**config.mk**
```make
export PLATFORM = sky130hd
export DESIGN_NAME = audio_track_scheduler
export DESIGN_NICKNAME = d
export VERILOG_FILES = /design/src/rtl/audio_pkg.sv /design/src/rtl/audio_prio_enc.sv /design/src/rtl/audio_track_scheduler.sv
export SDC_FILE = /design/constraint.sdc
export NUM_CORES = 1
export LEC_CHECK = 0
export CELL_PAD_IN_SITES_DETAIL_PLACEMENT = 2
export CELL_PAD_IN_SITES_GLOBAL_PLACEMENT = 2
export CORE_MARGIN = 1
export CORE_UTILIZATION = 29
export CTS_BUF_LIST = sky130_fd_sc_hd__clkbuf_8
export CTS_CLUSTER_SIZE = 25
export DETAILED_ROUTE_END_ITERATION = 10
export HOLD_SLACK_MARGIN = 0.05
export PLACE_DENSITY_LB_ADDON = 0.3
export SYNTH_ARGS = -nofsm -noshare
export SYNTH_HDL_FRONTEND = slang
export SYNTH_HIERARCHICAL = 1
export SYNTH_SLANG_ARGS = --single-unit
```
**constraint.sdc**
```tcl
create_clock -name CLK -period 2.8 [get_ports CLK]
set_input_delay 0.84 -clock CLK [delete_from_list [all_inputs] [get_ports CLK]]
set_output_delay 0.84 -clock CLK [all_outputs]
set_load 0.03 [all_outputs]
```
**src/rtl/audio_pkg.sv**
```systemverilog
// Shared definitions for the audio playback scheduler and the Audio block it drives.
package audio_pkg;

  localparam int unsigned AUDIO_TRACK_W = 16;
  localparam int unsigned AUDIO_VOL_W   = 4;
  localparam logic [AUDIO_VOL_W-1:0] AUDIO_MUTE_CODE = 4'd0;

  typedef enum logic [1:0] {
    IDLE,
    LOAD,
    PLAY,
    GAP
  } state_t;

  function automatic int unsigned max3(input int unsigned a, input int unsigned b,
                                       input int unsigned c);
    int unsigned m;
    m = a;
    if (b > m) m = b;
    if (c > m) m = c;
    return m;
  endfunction

endpackage

```
**src/rtl/audio_prio_enc.sv**
```systemverilog
// Lowest-index-first priority encoder: reports whether any request is set and the winning index.
module audio_prio_enc #(
  parameter int unsigned NUM_REQ = 4,
  parameter int unsigned ID_W    = 2
) (
  input  logic [NUM_REQ-1:0] req,
  output logic               any,
  output logic [ID_W-1:0]    index
);

  // Scan upward and keep the first set bit.
  always_comb begin
    any   = 1'b0;
    index = '0;
    for (int unsigned i = 0; i < NUM_REQ; i++) begin
      if (req[i] && !any) begin
        any   = 1'b1;
        index = ID_W'(i);
      end
    end
  end

endmodule

```
**src/rtl/audio_track_scheduler.sv**
```systemverilog
// Shares the single Audio/I2S playback block between prioritised requesters:
// grant -> load pulse -> timed playback -> muted gap -> idle.
module audio_track_scheduler
  import audio_pkg::*;
#(
  parameter int unsigned NUM_REQ     = 4,
  parameter int unsigned TRACK_W     = AUDIO_TRACK_W,
  parameter int unsigned VOL_W       = AUDIO_VOL_W,
  parameter int unsigned INIT_CYCLES = 4,
  parameter int unsigned PLAY_CYCLES = 100000000,
  parameter int unsigned GAP_CYCLES  = 1000,
  parameter logic [VOL_W-1:0] MUTE_CODE = AUDIO_MUTE_CODE
) (
  input  logic                         CLK,
  input  logic                         Reset,
  input  logic [NUM_REQ-1:0]           req_valid,
  input  logic [NUM_REQ*TRACK_W-1:0]   req_track,
  input  logic [NUM_REQ*VOL_W-1:0]     req_volume,
  output logic [NUM_REQ-1:0]           req_ack,
  output logic [VOL_W-1:0]             AudioControlRegister,
  output logic [TRACK_W-1:0]           SoundTrackInitializationRegister,
  output logic                         InitializationEnableRegister,
  output logic                         busy,
  output logic [((NUM_REQ > 1) ? $clog2(NUM_REQ) : 1)-1:0] active_id
);

  localparam int unsigned ID_W  = (NUM_REQ > 1) ? $clog2(NUM_REQ) : 1;
  localparam int unsigned CNT_W = $clog2(max3(INIT_CYCLES, PLAY_CYCLES, GAP_CYCLES) + 1);

  localparam logic [CNT_W-1:0]   INIT_LOAD = CNT_W'(INIT_CYCLES - 1);
  localparam logic [CNT_W-1:0]   PLAY_LOAD = CNT_W'(PLAY_CYCLES - 1);
  localparam logic [CNT_W-1:0]   GAP_LOAD  = CNT_W'(GAP_CYCLES - 1);
  localparam logic [CNT_W-1:0]   CNT_ONE   = CNT_W'(1);
  localparam logic [NUM_REQ-1:0] ACK_ONE   = NUM_REQ'(1);

  state_t             state;
  logic [CNT_W-1:0]   cnt;
  logic               req_any;
  logic [ID_W-1:0]    grant_idx;
  logic [TRACK_W-1:0] sel_track;
  logic [VOL_W-1:0]   sel_volume;
  logic               preempt;

  // One encoder serves both the IDLE grant and the PLAY preemption test.
  audio_prio_enc #(
    .NUM_REQ (NUM_REQ),
    .ID_W    (ID_W)
  ) u_prio_enc (
    .req   (req_valid),
    .any   (req_any),
    .index (grant_idx)
  );

  // Select the winning requester's track and control code, and detect a higher-priority request.
  always_comb begin
    sel_track  = req_track[grant_idx*TRACK_W +: TRACK_W];
    sel_volume = req_volume[grant_idx*VOL_W +: VOL_W];
    preempt    = req_any && (grant_idx < active_id);
  end

  // Sequencer with registered outputs; the track/volume output registers double as the latched request.
  always_ff @(posedge CLK or posedge Reset) begin
    if (Reset) begin
      state                            <= IDLE;
      cnt                              <= '0;
      req_ack                          <= '0;
      busy                             <= 1'b0;
      active_id                        <= '0;
      AudioControlRegister             <= MUTE_CODE;
      SoundTrackInitializationRegister <= '0;
      InitializationEnableRegister     <= 1'b0;
    end else begin
      req_ack <= '0;
      case (state)
        IDLE: begin
          if (req_any) begin
            state                            <= LOAD;
            cnt                              <= INIT_LOAD;
            req_ack                          <= ACK_ONE << grant_idx;
            active_id                        <= grant_idx;
            busy                             <= 1'b1;
            SoundTrackInitializationRegister <= sel_track;
            AudioControlRegister             <= sel_volume;
            InitializationEnableRegister     <= 1'b1;
          end
        end
        LOAD: begin
          if (cnt == '0) begin
            state                        <= PLAY;
            cnt                          <= PLAY_LOAD;
            InitializationEnableRegister <= 1'b0;
          end else begin
            cnt <= cnt - CNT_ONE;
          end
        end
        PLAY: begin
          if (preempt || cnt == '0) begin
            state                <= GAP;
            cnt                  <= GAP_LOAD;
            AudioControlRegister <= MUTE_CODE;
          end else begin
            cnt <= cnt - CNT_ONE;
          end
        end
        GAP: begin
          if (cnt == '0) begin
            state <= IDLE;
            busy  <= 1'b0;
          end else begin
            cnt <= cnt - CNT_ONE;
          end
        end
        default: begin
          state <= IDLE;
          busy  <= 1'b0;
        end
      endcase
    end
  end

endmodule
```
==> results.yml <==
power:
  p_total_uw: 2236
  power.density_mw_per_mm2: 409.7
  leakagePower_uw: 0.002218
  peakVddDrop_mv: 0.2068
clock_network:
  insertion_delay_ns: 0.36
  cts.path.max_buffers: 2
  h-tree-depth: 3
  numCtsBuffers: 9
  root_buffer: "clkbuf_8"
  clk_pin_slew_worst_paths_ns: 0.08
  cts_tree: "yes"
  cts.sinks: 57
synth:
  synth_top_area_cell: "dfrtp_1"
  synth_ff_type: "dfrtp_1"
  ys_seq_area_frac: 0.3971
  synth_seq_cells: 57
  synth_cell_types: 59
  synth.area.top_cells: "dfrtp_1, mux4_2, mux2_2"
  syn_area_mm2: 0.003592
  synthArstFlopShare: 1.000
  yosysMostFrequentCell: "dfrtp_1"
  postSynthCellCount: 342
  synth_common_cells: "dfrtp_1, nor2_1, nand2_1"
  synth-edff-count: 0
  syn_nets: 435
  yosysWarnings: 6
  synth.avg_cell_area_um2: 10.50
  synth.top_cell.area_share: 0.3971
drt:
  viasPerCell: 5.281
  routed_wl_um: 13280
  met1_length_um: 5269
  drc: 0
  highest_layer: "met4"
  routedWlPerCell_um: 20.37
  route.antenna.remaining_nets: 0
  dr.pass1.iters: 4
  met2_length_um: 6919
  dr_total_vias: 3443
  drt_iter0_markers: 105
  wl_met3_um: 821
sta:
  min_period_over_period: 0.9662
  slew_headroom: 0.5218
  rsz0062_at_grt: "yes"
  tightest_slew_ns: 0.7173
  slew_violations: 0
  skew_ns: 0.008891
  tns_ns: 0
  holdWs_ns: 0.4877
  period_needed_ns: 2.705
  setup_viol: 0
  clock.fmax_mhz: 369.7
  hold_violations: 0
worst_hold_path:
  hold_depth: 2
  whs_endpoint: "AudioControlRegister[1]"
  hold_path_class: "reg2reg"
  hold_path_startpoint: "AudioControlRegister[1]"
grt:
  grt_pass1_wl_um: 21030
  grt_pass1_vias: 3836
  grt_max_degree: 56
  grt_antenna_before_repair: 0
  overflow: 0
  grtUsageTotal: 0.2162
worst_setup_path:
  reg2reg_to: "cnt[12]"
  critical_path_class: "reg2reg"
  rr_worst_depth: 11
  worstPathArrival_ns: 2.94
  cp_max_fo: 6
  startpoint_type: "register"
  ff2ff_setup_slack_ns: 0.09
  rr_startpoint: "cnt[0]"
  crit_path_end_kind: "register"
  cp.required_ns: 3.04
placed_design:
  place_congestion: 0.7527
  dp_hpwl_um: 9583
  place_area_mm2: 0.005030
  io_buffers: 113
floorplan:
  ios: 114
  row_count: 40
  core_mm2: 0.01206
  die_h_um: 113.3
  die_x_um: 113.3
  dieArea_mm2: 0.01284
  start_util: 0.2978
cells_and_area:
  area_growth_pct: 51.93
  diodes: 0
  nets: 572
  final_layout_size_suffix_gt1_frac: 0.2417
  post-route-cell-area_mm2: 0.005458
  final_util: 0.4525
  fillers: 1240
job:
  cap_violations: 0
outcome:
  status: "completed"
-- registers in the layout (all words and copies together), names as in the netlist --
| name | cells |
|---|---|
| InitializationEnableRegister | 1 |
| SoundTrackInitializationRegister | 16 |
| cnt | 27 |
| state | 2 |
| AudioControlRegister | 4 |
| busy | 1 |
| req_ack | 4 |
| active_id | 2 |
-- worst max path at each step --
stage | startpoint | endpoint | slack (ns) | cells past startpoint
after floorplan | req_valid[2] | SoundTrackInitializationRegister[11] | 0.005 | 6
after global placement | req_valid[3] | cnt[15] | -0.39 | 9
after detailed placement | req_valid[3] | cnt[4] | -0.49 | 9
after CTS | req_valid[3] | cnt[10] | 0.03 | 11
after global routing | req_valid[3] | cnt[10] | -0.08 | 12
final | cnt[0] | cnt[12] | 0.09 | 11
-- repair_timing --
| item | in CTS | in global routing |
|---|---|---|
| gates resized for setup | 5 | 11 |
| setup endpoints to repair | 9 | 20 |
| hold buffers | 0 | 0 |
| pin swaps | 0 | 5 |
| setup buffers | 0 | 11 |
-- through the flow --
step	instances	setup slack (ns)
3_3_place_gp	625	-0.3945
6_report	652	0.09474
2_1_floorplan	342	0.004983
4_1_cts	641	0.03038
5_1_grt	652	-0.08293
3_5_place_dp	625	-0.4891
-- cells in the final DEF (no fill, tap or decap), types with 3 or more instances in the layout --
| cell type | netlist | final |
|---|---|---|
| ha_1 | 7 | 7 |
| nor4_1 | 6 | 6 |
| or4_4 | 2 | 3 |
| nor3_2 | 0 | 3 |
| dfrtp_1 | 57 | 56 |
| buf_4 | 0 | 29 |
| inv_1 | 11 | 9 |
| o21ai_1 | 6 | 6 |
| or3_1 | 4 | 4 |
| bufinv_16 | 0 | 5 |
| nand2b_1 | 7 | 6 |
| nand2_1 | 25 | 24 |
| mux4_2 | 20 | 20 |
| mux2_2 | 17 | 17 |
| clkdlybuf4s50_1 | 0 | 113 |
| clkbuf_8 | 0 | 10 |
| o21ai_0 | 23 | 22 |
| a22oi_1 | 4 | 4 |
| a22o_1 | 8 | 8 |
| a211oi_1 | 3 | 3 |
| o31ai_1 | 4 | 4 |
| a31oi_1 | 5 | 5 |
| nor2_1 | 26 | 25 |
| nor3_1 | 10 | 7 |
| nand3_1 | 7 | 7 |
| a21oi_1 | 17 | 16 |
| or2_2 | 4 | 4 |
| a21o_1 | 11 | 11 |
| inv_2 | 0 | 3 |
-- power breakdown --
group | leakage [µW] | switching [µW] | total [µW] | internal (µW)
Sequential | 0.000708 | 0 | 823 | 823
Clock | 0.000148 | 378 | 1170 | 793
Combinational | 0.00136 | 74.9 | 242 | 167
-- cell type report --
class,count,area [µm²],area share
inverter,11,41.29,0.007565
clock inverter,6,153.9,0.02820
clock buffer,10,137.6,0.02522
multi-input combinational,255,2087,0.3824
timing repair buffer,145,1400,0.2565
sequential,57,1428,0.2616
tap,168,210.2,0.03851
-- kinds of logic (layout without fill, tap and decap cells) --
| logic type | after synthesis | count (layout) | share of synthesized area |
|---|---|---|---|
| compound gates | 97 | 97 | 0.1832 |
| fa+ha+maj | 7 | 7 | 0.02438 |
| buf+inv | 30 | 172 | 0.03901 |
| flops | 57 | 57 | 0.3971 |
| mux | 38 | 38 | 0.1829 |
| simple gates | 113 | 113 | 0.1735 |
-- metal layers --
metal / global-route usage / up-vias
met1: 0.2463 / 1751
met2: 0.3836 / 105
met5: 0 / -
met3: 0.06106 / 19
met4: 0.08158 / 0
li1: - / 1568
-- worst max-delay path, cell delays in order (launching register included) --
cell,delay (ns)
dfrtp_2,0.44
inv_2,0.09
ha_1,0.16
or4b_4,0.49
nor4_4,0.39
and3_4,0.30
buf_4,0.13
buf_4,0.10
a21oi_1,0.04
o21bai_1,0.17
buf_4,0.18
o21ai_0,0.09
Note: power is estimated with default switching activity, not from simulation.
